===== config.mk =====
export PLATFORM = sky130hd
export DESIGN_NAME = mem_resp_arb
export DESIGN_NICKNAME = d
export VERILOG_FILES = /design/src/rtl/mem_resp_arb.sv
export SDC_FILE = /design/constraint.sdc
export NUM_CORES = 1
export LEC_CHECK = 0
export BUFFER_PORTS_ARGS = -buffer_cell sky130_fd_sc_hd__buf_4
export CAP_MARGIN = 15
export CORE_AREA = 2 2 196 198
export CTS_CLUSTER_DIAMETER = 50
export DETAILED_ROUTE_END_ITERATION = 7
export DIE_AREA = 0 0 198 200
export GPL_TIMING_DRIVEN = 0
export PLACE_DENSITY_LB_ADDON = 0.1
export SYNTH_ARGS = -nofsm -noshare
export SYNTH_HDL_FRONTEND = slang
export SYNTH_SLANG_ARGS = --single-unit

===== constraint.sdc =====
create_clock -name clk -period 21.5 [get_ports clk]
set_clock_uncertainty 0.05 [all_clocks]
set_input_delay 2.15 -clock clk [delete_from_list [all_inputs] [get_ports clk]]
set_output_delay 2.15 -clock clk [all_outputs]
set_load 0.005 [all_outputs]

===== src/rtl/mem_resp_arb.sv =====
// Single-outstanding memory request arbiter between instruction fetch and data ports.
// The data port has fixed priority; an aborted fetch still completes on the memory side but is not reported.
module mem_resp_arb #(
    parameter int ADDR_W = 64,
    parameter int DATA_W = 64
) (
    input  logic                clk,
    input  logic                rst,
    input  logic                if_req,
    input  logic [ADDR_W-1:0]   if_addr,
    input  logic                if_abort,
    output logic                if_ready,
    output logic [31:0]         if_rdata,
    input  logic                d_req,
    input  logic                d_we,
    input  logic [ADDR_W-1:0]   d_addr,
    input  logic [DATA_W-1:0]   d_wdata,
    input  logic [DATA_W/8-1:0] d_wstrb,
    output logic                d_ready,
    output logic [DATA_W-1:0]   d_rdata,
    output logic                m_valid,
    input  logic                m_ready,
    output logic                m_we,
    output logic [ADDR_W-1:0]   m_addr,
    output logic [DATA_W-1:0]   m_wdata,
    output logic [DATA_W/8-1:0] m_wstrb,
    input  logic                m_rvalid,
    input  logic [DATA_W-1:0]   m_rdata
);

    localparam logic [1:0] S_IDLE = 2'd0;
    localparam logic [1:0] S_REQ  = 2'd1;
    localparam logic [1:0] S_WAIT = 2'd2;
    localparam logic [1:0] S_RESP = 2'd3;

    logic [1:0]          r_state;
    logic [1:0]          w_state_nxt;
    logic                r_src_if;
    logic                r_discard;
    logic                r_m_valid;
    logic                r_m_we;
    logic [ADDR_W-1:0]   r_m_addr;
    logic [DATA_W-1:0]   r_m_wdata;
    logic [DATA_W/8-1:0] r_m_wstrb;
    logic                r_if_ready;
    logic [31:0]         r_if_rdata;
    logic                r_d_ready;
    logic [DATA_W-1:0]   r_d_rdata;
    logic                w_sel_d;
    logic                w_sel_if;
    logic                w_capture;

    // An abort in the same IDLE cycle vetoes the fetch; a data request always wins.
    assign w_sel_d   = d_req;
    assign w_sel_if  = if_req & ~if_abort & ~d_req;
    assign w_capture = (r_state == S_WAIT) & m_rvalid;

    // Next-state decode of the four-phase transaction FSM
    always_comb begin
        w_state_nxt = r_state;
        case (r_state)
            S_IDLE: begin
                if (w_sel_d | w_sel_if) w_state_nxt = S_REQ;
                else                    w_state_nxt = S_IDLE;
            end
            S_REQ: begin
                if (m_ready) w_state_nxt = S_WAIT;
                else         w_state_nxt = S_REQ;
            end
            S_WAIT: begin
                if (m_rvalid) w_state_nxt = S_RESP;
                else          w_state_nxt = S_WAIT;
            end
            S_RESP:  w_state_nxt = S_IDLE;
            default: w_state_nxt = S_IDLE;
        endcase
    end

    // State register; m_valid is the registered image of "next state is REQ"
    always_ff @(posedge clk or posedge rst) begin
        if (rst) begin
            r_state   <= S_IDLE;
            r_m_valid <= 1'b0;
        end else begin
            r_state   <= w_state_nxt;
            r_m_valid <= (w_state_nxt == S_REQ);
        end
    end

    // Latch the selected request; fields stay put until the next selection
    always_ff @(posedge clk or posedge rst) begin
        if (rst) begin
            r_src_if  <= 1'b0;
            r_m_we    <= 1'b0;
            r_m_addr  <= {ADDR_W{1'b0}};
            r_m_wdata <= {DATA_W{1'b0}};
            r_m_wstrb <= {(DATA_W/8){1'b0}};
        end else if ((r_state == S_IDLE) && w_sel_d) begin
            r_src_if  <= 1'b0;
            r_m_we    <= d_we;
            r_m_addr  <= d_addr;
            r_m_wdata <= d_wdata;
            r_m_wstrb <= d_wstrb;
        end else if ((r_state == S_IDLE) && w_sel_if) begin
            r_src_if  <= 1'b1;
            r_m_we    <= 1'b0;
            r_m_addr  <= if_addr;
            r_m_wdata <= {DATA_W{1'b0}};
            r_m_wstrb <= {(DATA_W/8){1'b0}};
        end
    end

    // Discard flag for an aborted in-flight fetch, cleared on the way back to IDLE
    always_ff @(posedge clk or posedge rst) begin
        if (rst) begin
            r_discard <= 1'b0;
        end else if ((r_state == S_IDLE) || (r_state == S_RESP)) begin
            r_discard <= 1'b0;
        end else if (if_abort && r_src_if) begin
            r_discard <= 1'b1;
        end
    end

    // Response capture: the ready strobes are high exactly in the RESP cycle
    always_ff @(posedge clk or posedge rst) begin
        if (rst) begin
            r_if_ready <= 1'b0;
            r_if_rdata <= 32'd0;
            r_d_ready  <= 1'b0;
            r_d_rdata  <= {DATA_W{1'b0}};
        end else begin
            r_if_ready <= 1'b0;
            r_d_ready  <= 1'b0;
            if (w_capture && r_src_if) begin
                // An abort arriving together with the completion still suppresses the strobe.
                r_if_ready <= ~r_discard & ~if_abort;
                r_if_rdata <= r_m_addr[2] ? m_rdata[63:32] : m_rdata[31:0];
            end else if (w_capture) begin
                r_d_ready  <= 1'b1;
                r_d_rdata  <= m_rdata;
            end
        end
    end

    assign if_ready = r_if_ready;
    assign if_rdata = r_if_rdata;
    assign d_ready  = r_d_ready;
    assign d_rdata  = r_d_rdata;
    assign m_valid  = r_m_valid;
    assign m_we     = r_m_we;
    assign m_addr   = r_m_addr;
    assign m_wdata  = r_m_wdata;
    assign m_wstrb  = r_m_wstrb;

endmodule

# Yosys cells after proc, flatten, opt, wreduce, memory -nomap -nowiden
# Cells that the tools add are included.
[totals] output_inout_bits=236 register_bits=240 input_bits=272 word_cells=54
[classes] muxes=20 reduce_logical=9 eq_ne=4 bitwise_logic=9
[op_table] operator="$mux 64" n=4
[op_table] operator="$mux 32" n=1
[op_table] operator="$mux 8" n=2
[op_table] operator="$mux 1" n=11
[op_table] operator="$pmux 2 s4" n=1
[op_table] operator="$and 1x1->1" n=4
[op_table] operator="$eq 2x1->1 const B" n=2
[op_table] operator="$eq 2x2->1 const B" n=2
[op_table] operator="$logic_and 1x1->1" n=4
[op_table] operator="$not 1->1" n=4
[op_table] operator="$reduce_bool 2->1" n=2
[op_table] operator="$logic_not 2->1" n=1
[op_table] operator="$mux 2" n=1
[op_table] operator="$reduce_and 2->1" n=1
[op_table] operator="$logic_or 1x1->1" n=1
[op_table] operator="$or 1x1->1" n=1

# Logic depth before layout (Yosys ltp)
[depth] depth_word=7 mapped_depth=7 mapped_depth_nobuf=5

# Worst setup path before layout
# Ideal clock, no wire load.
[synth_path] kind="input port to flip-flop" startpoint="input if_req" endpoint="register r_m_addr[0] (netlist: m_addr[0])" path_buffers=2 setup_ns=0.125 path_stages=5 t_required_ns=21.325 arrival_ns=3.136 path_slack_ns=18.189 cell_sequence="nor2b_1 > o21ai_1 > buf_2 > buf_2 > mux2_2"
[synth_via] elab_chain_len=4
[synth_rtl] element="start: declaration" line_no="9" source="input logic if_req,"
[synth_rtl] element="$and 1x1->1 (2 in series)" line_no="55" source="assign w_sel_if = if_req & ~if_abort & ~d_req;"
[synth_rtl] element="$logic_and 1x1->1" line_no="104" source="end else if ((r_state == S_IDLE) && w_sel_if) begin"
[synth_rtl] element="$reduce_bool 2->1 (no line)"
[synth_rtl] element="end signal: assignment" line_no="95" source="r_m_addr <= {ADDR_W{1'b0}};"
[synth_rtl] element="end signal: assignment" line_no="101" source="r_m_addr <= d_addr;"
[synth_rtl] element="end signal: assignment" line_no="107" source="r_m_addr <= if_addr;"
[synth_rtl] element="end: declaration" line_no="42" source="logic [ADDR_W-1:0] r_m_addr;"
# Every way passes these cells.
# A chain may end at the register's enable or synchronous reset.

# Worst setup path in the final report
[layout_path] startpoint="register r_if_rdata[10] (netlist: if_rdata[10])" endpoint="output if_rdata[10]"
[layout_lines] element="start: declaration" line_no="46" source="logic [31:0] r_if_rdata;"
[layout_lines] element="start signal: assignment" line_no="137" source="r_if_rdata <= r_m_addr[2] ? m_rdata[63:32] : m_rdata[31:0];"
[layout_lines] element="end: declaration" line_no="13" source="output logic [31:0] if_rdata,"
# No word-level cell between the ends.

==> flow_summary.yaml <==
setup_path:
  critPathMaxFanout: 2
  crit_chain: "buf_4"
  crit_path_start_kind: "flip-flop"
  required_ns: 19.30
  path_delay_family: "flip-flops"
  critPathBufInv: 1
  slowest_stage: "dfrtp_1"
  arrival_ns: 1.09
  cp-end-kind: "output pin"
  crit_type: "reg2out"
  slowest_delay_ns: 0.41
synthesis:
  yosysWarnings: 0
  syn-instance-count: 675
  synthArstFlopShare: 1.00
  syn_nets: 951
  synthXorXnorAreaFrac: 0
  synth_top_family_by_area: "multiplexers"
  synth.yosys.seq_area_share: 0.610
  synthSimpleGateAreaFrac: 0.0184
  synth_adder_area_share: 0.00508
  syn_avg_cell_area_um2: 14.6
  yosys.cell_types.count: 25
  synth_edf_count: 0
  synth_top_area_share: 0.610
  synth-main-ff-cell: "dfrtp_1"
  synth.cell_area_um2: 9850
  synth_mux_area_frac: 0.252
  synth_top_area_cell: "dfrtp_1"
  synth-compound-area-share: 0.0852
  yosys-top-cells-area: "dfrtp_1 61%, mux2_2 15%, mux2_1 6.9%"
  yosysMostFrequentCell: "dfrtp_1"
  synth-seq-cells: 240
  netlist_top_cells_count: "240 x dfrtp_1, 132 x mux2_2, 73 x a22o_1, 60 x mux2_1, 33 x o21ai_0"
routing:
  drt_iter0_drc: 242
  drc_errors: 0
  vias_per_cell: 4.34
  ant_nets: 0
  dr.pass1.iters: 4
  wl_met3_mm: 3.90
  wl_per_cell_um: 20.0
  vias: 7646
  route.met2.wl_mm: 17.5
  wirelength_mm: 35.3
  highest_layer: "met5"
  met1Wirelength_mm: 12.9
timing:
  worstMarginPinSlew_ns: 0.643
  timing.final.ws_setup_ns: 18.21
  setup-violations-final: 0
  rsz0062_at_grt: "no"
  period_needed_ns: 3.29
  min_period_over_period: 0.153
  fmax_ghz: 0.304
  final_max_slew_viol_count: 0
  max_slew_margin: 0.571
  setup_tns_ns: 0
  report.final.hold_viol_count: 0
flow_run:
  maxCapViolations: 0
global_routing:
  grt_pass1_wl_mm: 50.5
  gr-usage-all-layers: 0.171
  grt_pass1_vias: 8207
  overflow: 0
  grt_antenna_before_repair: 2
  grt_max_degree: 114
clock_network:
  postCtsSetupBuffers: 0
  cts_tree: "yes"
  hold_buffers: 0
  clk_pin_slew_worst_paths_ns: 0.06
  cts-resized-gates: 0
  clock_sinks: 240
  h-tree-depth: 2
  worstSkewPairLatency_ns: 0.52
  clock_path_buffers: 3
  root_buffer: "clkbuf_16"
  numCtsBuffers: 37
die:
  io_pins: 508
  die_x_um: 198
  die_h_um: 200
  dieArea_um2: 39600
  initial_core_util: 0.263
  core_um2: 37400
  rows: 71
place:
  gp_congestion: 0.738
  pre_cts_slack_ns: 17.68
  dpl-instance-area_um2: 14400
  dp.cells: 1695
  portBuffers: 507
  dpl.hpwl_mm: 27.0
layout:
  final_util: 0.418
  antennaDiodeCount: 0
  fin_area_um2: 15600
  fill_cells: 3603
  areaGrowthSynthToFinish_pct: 58.7
  drive_gt1_frac: 0.592
  fin_cells: 1762
  final_nets: 1499
pwr:
  p_leak_nw: 7.73
  power_density_nw_per_um2: 146
  irDropWorstVdd_mv: 0.102
run_status:
  status: "complete, no violations"
min_path:
  hold_path_class: "reg2reg"
## registers in the layout, summed over array words and instances, names as in the netlist
register / flops
m_wdata: 64
if_ready: 1
r_discard: 1
m_valid: 1
d_rdata: 64
m_addr: 64
m_we: 1
r_state: 2
m_wstrb: 8
d_ready: 1
if_rdata: 32
r_src_if: 1
## cells by family after synthesis
family	Yosys count
fa+ha+maj	4
compound gates	112
mux	224
flops	240
simple gates	42
buf+inv	53
## cell usage in the layout, fill, tap and decap left out, types with 3 or more instances in the layout
cell / count
buf_4: 512
dfrtp_1: 240
mux2_2: 132
a22o_1: 73
mux2_1: 60
clkbuf_16: 37
o21ai_0: 33
mux2i_1: 32
nand2_1: 32
buf_2: 25
clkbuf_1: 15
buf_6: 6
inv_1: 5
inv_6: 5
bufinv_16: 5
ha_1: 4
clkbuf_8: 4
clkinv_2: 4
a21oi_1: 3
inv_8: 3
clkinvlp_4: 3
## report_power, final
| part | internal, mW | total, mW | leakage [nW] | switching, mW |
|---|---|---|---|---|
| Combinational | 0.525 | 0.886 | 4.14 | 0.360 |
| Clock | 0.395 | 0.621 | 0.620 | 0.226 |
| Sequential | 0.663 | 0.775 | 2.96 | 0.112 |
| Total | 1.58 | 2.28 | 7.73 | 0.698 |
## layer usage
metal  global-route usage  vias to the layer above
li1                     -                     3557
met1                0.183                     3707
met2                0.301                      328
met3               0.0763                       50
met4               0.0599                        4
met5                    0                        -
## through the flow
stage,total power [mW],hold slack (ns)
2_1_floorplan,1.17,0.359
3_3_place_gp,1.68,0.380
3_5_place_dp,1.69,0.392
4_1_cts,2.33,0.398
5_1_grt,2.43,0.412
6_report,2.28,0.397
## layout make-up
cell class / count / area [µm²] / share of cell area
Tap cell: 511 / 639 / 0.0409
Inverter: 6 / 30.0 / 0.00192
Clock buffer: 46 / 1000 / 0.0639
Clock inverter: 21 / 277 / 0.0177
Sequential cell: 240 / 6010 / 0.384
Timing Repair Buffer: 509 / 3860 / 0.247
Multi-Input combinational cell: 382 / 3550 / 0.227
Buffer: 47 / 272 / 0.0174
## worst paths after layout
path	depth (start not counted)	slack, ns	start	endpoint
max in group asynchronous	3	18.92	rst	if_rdata[0]
setup / recovery	1	18.21	if_rdata[10]	if_rdata[10]
min in group asynchronous	2	1.57	rst	m_addr[14]
hold reg to reg	1	0.40	r_discard	if_ready
setup reg to reg	7	19.40	r_state[0]	if_rdata[14]
hold / removal	1	0.40	r_discard	if_ready
(Power assumes the default switching activity.)
